**config.mk**
```make
export PLATFORM = sky130hd
export DESIGN_NAME = operand_tf_input_assembler_flat
export DESIGN_NICKNAME = d
export VERILOG_FILES = /design/src/rtl/operand_tf_pkg.sv /design/src/rtl/operand_tf_input_assembler_if.sv /design/src/rtl/operand_tf_slot_buf.sv /design/src/rtl/operand_tf_input_assembler.sv /design/src/flat_wrapper.sv
export SDC_FILE = /design/constraint.sdc
export NUM_CORES = 1
export LEC_CHECK = 0
export CORE_MARGIN = 2
export CORE_UTILIZATION = 54
export DETAILED_ROUTE_END_ITERATION = 10
export PLACE_DENSITY_LB_ADDON = 0.25
export SYNTH_ARGS = -nofsm -noshare
export SYNTH_HDL_FRONTEND = slang
export SYNTH_HIERARCHICAL = 1
export SYNTH_SLANG_ARGS = --single-unit
```
**constraint.sdc**
```tcl
create_clock -name clk -period 4.9 [get_ports clk]
set_clock_uncertainty 0.1 [all_clocks]
set_input_delay 1.47 -clock clk [delete_from_list [all_inputs] [get_ports clk]]
set_output_delay 1.47 -clock clk [all_outputs]
set_load 0.02 [all_outputs]
```
**src/rtl/operand_tf_pkg.sv**
```systemverilog
// Shared types for the operand transformer and its input assembler.
// Widths, block layout and beat framing constants used throughout the slice.
package operand_tf_pkg;

    localparam int ELEM_WIDTH_IN   = 8;
    localparam int SCALE_WIDTH     = 8;
    localparam int NUM_ELEMS       = 32;
    localparam int NUM_SCALES      = 16;
    localparam int BEATS_PER_BLOCK = 5;
    localparam int ELEMS_PER_BEAT  = 8;
    localparam int ELEM_BEATS      = NUM_ELEMS / ELEMS_PER_BEAT;
    localparam int NUM_SLOTS       = 2;

    typedef logic [$clog2(BEATS_PER_BLOCK)-1:0] beat_idx_t;

    typedef struct packed {
        logic [1:0] scale_sharing_mode;
        logic [1:0] elem_format;
        logic [1:0] round_mode;
        logic       saturate;
        logic       bypass;
    } config_t;

    typedef logic [ELEMS_PER_BEAT-1:0][ELEM_WIDTH_IN-1:0] elem_beat_t;
    typedef logic [NUM_SCALES-1:0][SCALE_WIDTH-1:0]       scales_t;

    typedef struct packed {
        config_t                                   cfg;
        scales_t                                   micro_scales;
        logic [NUM_ELEMS-1:0][ELEM_WIDTH_IN-1:0]   elements;
    } operand_input_t;

    function automatic logic is_tail_beat(input beat_idx_t b);
        return b == beat_idx_t'(BEATS_PER_BLOCK - 1);
    endfunction

endpackage

```
**src/rtl/operand_tf_input_assembler_if.sv**
```systemverilog
// Beat-in / block-out handshake bundle between the beat source, the assembler and the transformer.
// Pure wiring: no latency; backpressure carried by ready_in / ready_out.
interface operand_tf_input_assembler_if;
    import operand_tf_pkg::*;

    logic           valid_in;
    logic           ready_in;
    elem_beat_t     beat_elems;
    scales_t        beat_scales;
    config_t        beat_cfg;
    logic           beat_last;
    logic           valid_out;
    logic           ready_out;
    operand_input_t data_out;
    logic           err_framing;
    logic [1:0]     occupancy;

    modport slave (
        input  valid_in, beat_elems, beat_scales, beat_cfg, beat_last, ready_out,
        output ready_in, valid_out, data_out, err_framing, occupancy
    );

    modport master (
        output valid_in, beat_elems, beat_scales, beat_cfg, beat_last, ready_out,
        input  ready_in, valid_out, data_out, err_framing, occupancy
    );

endinterface

```
**src/rtl/operand_tf_slot_buf.sv**
```systemverilog
// Two-entry block store with per-beat element write enables and a tail (scales+cfg) enable.
// Writes land on the clock edge; read port is combinational; no backpressure of its own.
module operand_tf_slot_buf
    import operand_tf_pkg::*;
(
    input  logic                  clk,
    input  logic                  rst_n,
    input  logic                  wr_ptr_i,
    input  logic [ELEM_BEATS-1:0] elem_we_i,
    input  logic                  tail_we_i,
    input  elem_beat_t            wr_elems_i,
    input  scales_t               wr_scales_i,
    input  config_t               wr_cfg_i,
    input  logic                  rd_ptr_i,
    output operand_input_t        rd_data_o
);

    operand_input_t slot_q [NUM_SLOTS];

    always_ff @(posedge clk or negedge rst_n) begin
        if (!rst_n) begin
            for (int s = 0; s < NUM_SLOTS; s++) begin
                slot_q[s] <= '0;
            end
        end else begin
            for (int s = 0; s < NUM_SLOTS; s++) begin
                if (wr_ptr_i == 1'(s)) begin
                    for (int k = 0; k < ELEM_BEATS; k++) begin
                        if (elem_we_i[k]) begin
                            slot_q[s].elements[k*ELEMS_PER_BEAT +: ELEMS_PER_BEAT] <= wr_elems_i;
                        end
                    end
                    if (tail_we_i) begin
                        slot_q[s].micro_scales <= wr_scales_i;
                        slot_q[s].cfg          <= wr_cfg_i;
                    end
                end
            end
        end
    end

    assign rd_data_o = slot_q[rd_ptr_i];

endmodule

```
**src/rtl/operand_tf_input_assembler.sv**
```systemverilog
// Assembles 5-beat streams into operand_input_t blocks in a ping-pong buffer; block valid 1 cycle after beat 4.
// ready_in depends only on registered occupancy (deasserts at 2 blocks); output holds while ready_out is low.
module operand_tf_input_assembler
    import operand_tf_pkg::*;
(
    input  logic                          clk,
    input  logic                          rst_n,
    operand_tf_input_assembler_if.slave   bus
);

    beat_idx_t             beat_cnt_q, beat_cnt_d;
    logic                  wr_ptr_q, wr_ptr_d;
    logic                  rd_ptr_q, rd_ptr_d;
    logic [1:0]            count_q, count_d;
    logic                  err_q, err_d;
    logic                  ready_in;
    logic                  accept;
    logic                  tail;
    logic                  frame_err;
    logic                  commit;
    logic                  pop;
    logic [ELEM_BEATS-1:0] elem_we;

    assign ready_in  = (count_q < 2'd2);
    assign accept    = bus.valid_in && ready_in;
    assign tail      = is_tail_beat(beat_cnt_q);
    // A tail beat must carry last, every earlier beat must not.
    assign frame_err = accept && (tail ? !bus.beat_last : bus.beat_last);
    assign commit    = accept && tail && bus.beat_last;
    assign pop       = (count_q != 2'd0) && bus.ready_out;

    always_comb begin
        beat_cnt_d = beat_cnt_q;
        wr_ptr_d   = wr_ptr_q;
        rd_ptr_d   = rd_ptr_q;
        count_d    = count_q;
        err_d      = frame_err;
        elem_we    = '0;

        for (int k = 0; k < ELEM_BEATS; k++) begin
            elem_we[k] = accept && !bus.beat_last && (beat_cnt_q == beat_idx_t'(k));
        end

        if (accept) begin
            if (frame_err) begin
                beat_cnt_d = '0;
            end else if (tail) begin
                beat_cnt_d = '0;
                wr_ptr_d   = ~wr_ptr_q;
            end else begin
                beat_cnt_d = beat_cnt_q + 1'b1;
            end
        end

        if (pop) begin
            rd_ptr_d = ~rd_ptr_q;
        end

        case ({commit, pop})
            2'b10:   count_d = count_q + 2'd1;
            2'b01:   count_d = count_q - 2'd1;
            default: count_d = count_q;
        endcase
    end

    always_ff @(posedge clk or negedge rst_n) begin
        if (!rst_n) begin
            beat_cnt_q <= '0;
            wr_ptr_q   <= 1'b0;
            rd_ptr_q   <= 1'b0;
            count_q    <= 2'd0;
            err_q      <= 1'b0;
        end else begin
            beat_cnt_q <= beat_cnt_d;
            wr_ptr_q   <= wr_ptr_d;
            rd_ptr_q   <= rd_ptr_d;
            count_q    <= count_d;
            err_q      <= err_d;
        end
    end

    operand_tf_slot_buf u_slot_buf (
        .clk         (clk),
        .rst_n       (rst_n),
        .wr_ptr_i    (wr_ptr_q),
        .elem_we_i   (elem_we),
        .tail_we_i   (commit),
        .wr_elems_i  (bus.beat_elems),
        .wr_scales_i (bus.beat_scales),
        .wr_cfg_i    (bus.beat_cfg),
        .rd_ptr_i    (rd_ptr_q),
        .rd_data_o   (bus.data_out)
    );

    assign bus.ready_in    = ready_in;
    assign bus.valid_out   = (count_q != 2'd0);
    assign bus.err_framing = err_q;
    assign bus.occupancy   = count_q;

endmodule

```
**src/flat_wrapper.sv**
```systemverilog
// flat-port wrapper written by rule: the top's interface ports become plain ports
module operand_tf_input_assembler_flat import operand_tf_pkg::*;
  (clk, rst_n, bus_valid_in, bus_beat_elems, bus_beat_scales, bus_beat_cfg, bus_beat_last, bus_ready_out, bus_ready_in, bus_valid_out, bus_data_out, bus_err_framing, bus_occupancy);
  operand_tf_input_assembler_if bus_i ();
  input  logic clk;
  input  logic rst_n;
  input wire logic [$bits(bus_i.valid_in)-1:0] bus_valid_in;
  input wire logic [$bits(bus_i.beat_elems)-1:0] bus_beat_elems;
  input wire logic [$bits(bus_i.beat_scales)-1:0] bus_beat_scales;
  input wire logic [$bits(bus_i.beat_cfg)-1:0] bus_beat_cfg;
  input wire logic [$bits(bus_i.beat_last)-1:0] bus_beat_last;
  input wire logic [$bits(bus_i.ready_out)-1:0] bus_ready_out;
  output wire logic [$bits(bus_i.ready_in)-1:0] bus_ready_in;
  output wire logic [$bits(bus_i.valid_out)-1:0] bus_valid_out;
  output wire logic [$bits(bus_i.data_out)-1:0] bus_data_out;
  output wire logic [$bits(bus_i.err_framing)-1:0] bus_err_framing;
  output wire logic [$bits(bus_i.occupancy)-1:0] bus_occupancy;
  assign bus_i.valid_in = bus_valid_in;
  assign bus_i.beat_elems = bus_beat_elems;
  assign bus_i.beat_scales = bus_beat_scales;
  assign bus_i.beat_cfg = bus_beat_cfg;
  assign bus_i.beat_last = bus_beat_last;
  assign bus_i.ready_out = bus_ready_out;
  assign bus_ready_in = bus_i.ready_in;
  assign bus_valid_out = bus_i.valid_out;
  assign bus_data_out = bus_i.data_out;
  assign bus_err_framing = bus_i.err_framing;
  assign bus_occupancy = bus_i.occupancy;
  operand_tf_input_assembler u_core (.clk(clk), .rst_n(rst_n), .bus(bus_i));
endmodule
```
==> flow_metrics.tcl <==
set metrics [dict create \
    post-cts-setup-buffers 0 \
    wl_per_cell_um 23.9 \
    critPathCaptureType "primary output" \
    cts_tree "done" \
    synth-seq-cells 792 \
    arrival_ps 2920 \
    num_rows 92 \
    synthCells 2140 \
    status "complete, no violations" \
    hold_viol_final 0 \
    cts-resized-gates 0 \
    n_fill_cell 4174 \
    tightest_slew_ps 963 \
    clockRootBuffer "clkbuf_16" \
    ctsHtreeMaxLevel 3 \
    path_class "register to primary output" \
    cts_hold_buf 0 \
    max_cap_violations 0 \
    dp_slack_ps 709 \
    tns_ps 0 \
    worst_slack_ps 409 \
    initial_core_util 0.545 \
    drive_gt1_frac 0.491 \
    hpwl_um 59700 \
    route.met3.wl_um 4270 \
    fmax_ghz 0.223 \
    chipWidth_um 256 \
    clock_latency_ps 620 \
    grt_max_degree 100 \
    wl_met1_um 36400 \
    top_layer_used "met5" \
    grt_pass1_vias 22600 \
    final_cell_count_no_fill 3674 \
    crit_required_ps 3330 \
    power_density_nw_per_um2 603 \
    clk_pin_slew_ps 60 \
    place_congestion 0.832 \
    ios 602 \
    portBuffers 601 \
    finish.utilization 0.704 \
    rsz0062_at_grt "no" \
    firstDrtPassIters 4 \
    ant_nets 0 \
    dieArea_um2 65500 \
    slew_violations 0 \
    vias_per_cell 5.52 \
    nets 2969 \
    seq_area_frac_synth 0.579 \
    min_path_type "register to register" \
    grtUsageTotal 0.269 \
    yosys.cell_types.count 26 \
    hold_ws_ps 398 \
    crit_path_max_fanout 32 \
    netlist_area_um2 34300 \
    dp_cells 3519 \
    slew_headroom 0.358 \
    antenna_found_initial 12 \
    via_count 20300 \
    cts_buffers 83 \
    wl_met2_um 43700 \
    drtIter0Drc 845 \
    drc_errors 0 \
    yosysWarningCount 6 \
    ir_drop_uv 398 \
    fin_crit_ps 4490 \
    area_delta_synth_final_pct 29.1 \
    core-area_um2 62900 \
    final-setup-viol-count 0 \
    critPathLaunchType "register" \
    cts.path.max_buffers 3 \
    clock_sinks 792 \
    die_y_um 256 \
    avgSynthCellArea_um2 16.0 \
    post-route-period-util 0.916 \
    syn_nets 2351 \
    p_leak_uw 0.0210 \
    drt_wl_total_um 87800 \
    grt_pass1_wl_um 137000 \
    grt-ovfl-total 0 \
]
sequential cells by signal, summed over array words and instances, names as in the netlist:
signal,flops
u_core/beat_cnt_q,3
u_core/bus.err_framing,1
u_core/bus.occupancy,2
u_core/rd_ptr_q,1
u_core/u_slot_buf/slot_q,784
u_core/wr_ptr_q,1
cell usage in the layout (no fill, tap or decap), types with 2 or more instances in the layout:
cell	Yosys	final
and2_1	4	4
buf_12	0	27
buf_4	30	31
bufinv_16	0	7
clkbuf_1	4	11
clkbuf_16	0	84
clkbuf_8	0	15
clkdlybuf4s50_1	0	600
clkinv_2	0	23
dfrtp_1	792	791
diode_2	0	8
ha_1	6	6
inv_1	5	5
inv_6	0	5
mux2_2	1136	1136
mux2_4	40	40
nand2_4	0	5
nor2_1	3	3
nor2b_4	0	5
or4_1	2	2
xnor2_1	5	5
kinds of logic after synthesis:
family / after synthesis / synth area share
DFF: 792 / 0.579
xor gates and xnor gates: 6 / 0.00153
and+or+nand+nor: 26 / 0.00435
muxes: 1176 / 0.391
AOI/OAI and AO/OA: 3 / 0.000548
adders and majority gates: 6 / 0.00219
buffers and inverters: 131 / 0.0219
per-stage QoR:
stage	area [µm²]	total power [µW]
floorplan	34300	15700
global placement	41500	20100
detailed placement	41500	20400
CTS	44200	26900
global route	44200	27800
finish	44200	26700
cells in the mapped netlist:
cell type | n | share of area
a31o_2 | 1 | 0.00026
and2_1 | 4 | 0.00073
and2_4 | 1 | 0.00026
buf_2 | 87 | 0.013
buf_4 | 30 | 0.0066
buf_6 | 5 | 0.0016
clkbuf_1 | 4 | 0.00044
dfrtp_1 | 792 | 0.58
ha_1 | 6 | 0.0022
inv_1 | 5 | 0.00055
mux2_2 | 1136 | 0.37
mux2_4 | 40 | 0.018
nand2_1 | 4 | 0.00044
nand2_2 | 1 | 0.00018
nand2b_1 | 1 | 0.00018
nand3_1 | 1 | 0.00015
nor2_1 | 3 | 0.00033
nor2b_1 | 6 | 0.0011
nor3_1 | 1 | 0.00015
nor3b_1 | 1 | 0.00022
o21ai_0 | 1 | 0.00015
o21ai_1 | 1 | 0.00015
or2_2 | 1 | 0.00018
or4_1 | 2 | 0.00044
xnor2_1 | 5 | 0.0013
xor2_1 | 1 | 0.00026
power breakdown:
group	internal (µW)	total, µW	switching [µW]
Clock	3740	6310	2570
Combinational	5740	10700	4910
Sequential	8560	9690	1130
final timing paths:
kind	startpoint	end	slack, ps	cells past startpoint
min reg2reg	u_core/u_slot_buf/slot_q[170]$_DFFE_PN0P_	u_core/u_slot_buf/slot_q[170]$_DFFE_PN0P_	400	1
min	u_core/u_slot_buf/slot_q[170]$_DFFE_PN0P_	u_core/u_slot_buf/slot_q[170]$_DFFE_PN0P_	400	1
max in group asynchronous	rst_n	u_core/u_slot_buf/slot_q[161]$_DFFE_PN0P_	2720	3
max reg2reg	u_core/beat_cnt_q[1]$_DFFE_PN0N_	u_core/u_slot_buf/slot_q[782]$_DFFE_PN0P_	2160	8
max	u_core/rd_ptr_q$_DFFE_PN0P_	bus_data_out[34]	410	3
min in group asynchronous	rst_n	u_core/u_slot_buf/slot_q[474]$_DFFE_PN0P_	810	1
worst max-delay path, cell delays in order (launching register included):
cell             delay [ps]
dfrtp_4                 820
buf_4                   470
mux2_2                  420
clkdlybuf4s50_1         550
per-layer routing:
layer	global-route usage	vias up
li1	-	8926
met1	0.345	10700
met2	0.448	498
met3	0.0543	165
met4	0.109	8
met5	0	-
layout make-up:
class	count	area, µm²	share of cell area
sequential	792	19800	0.448
multi-input combinational	1217	13800	0.311
timing repair buffer	659	6790	0.154
clock buffer	110	2350	0.0531
tap	846	1060	0.0239
clock inverter	37	393	0.00889
antenna	8	20.0	0.000453
inverter	5	18.8	0.000424
Power figures use the tool's default switching activity.
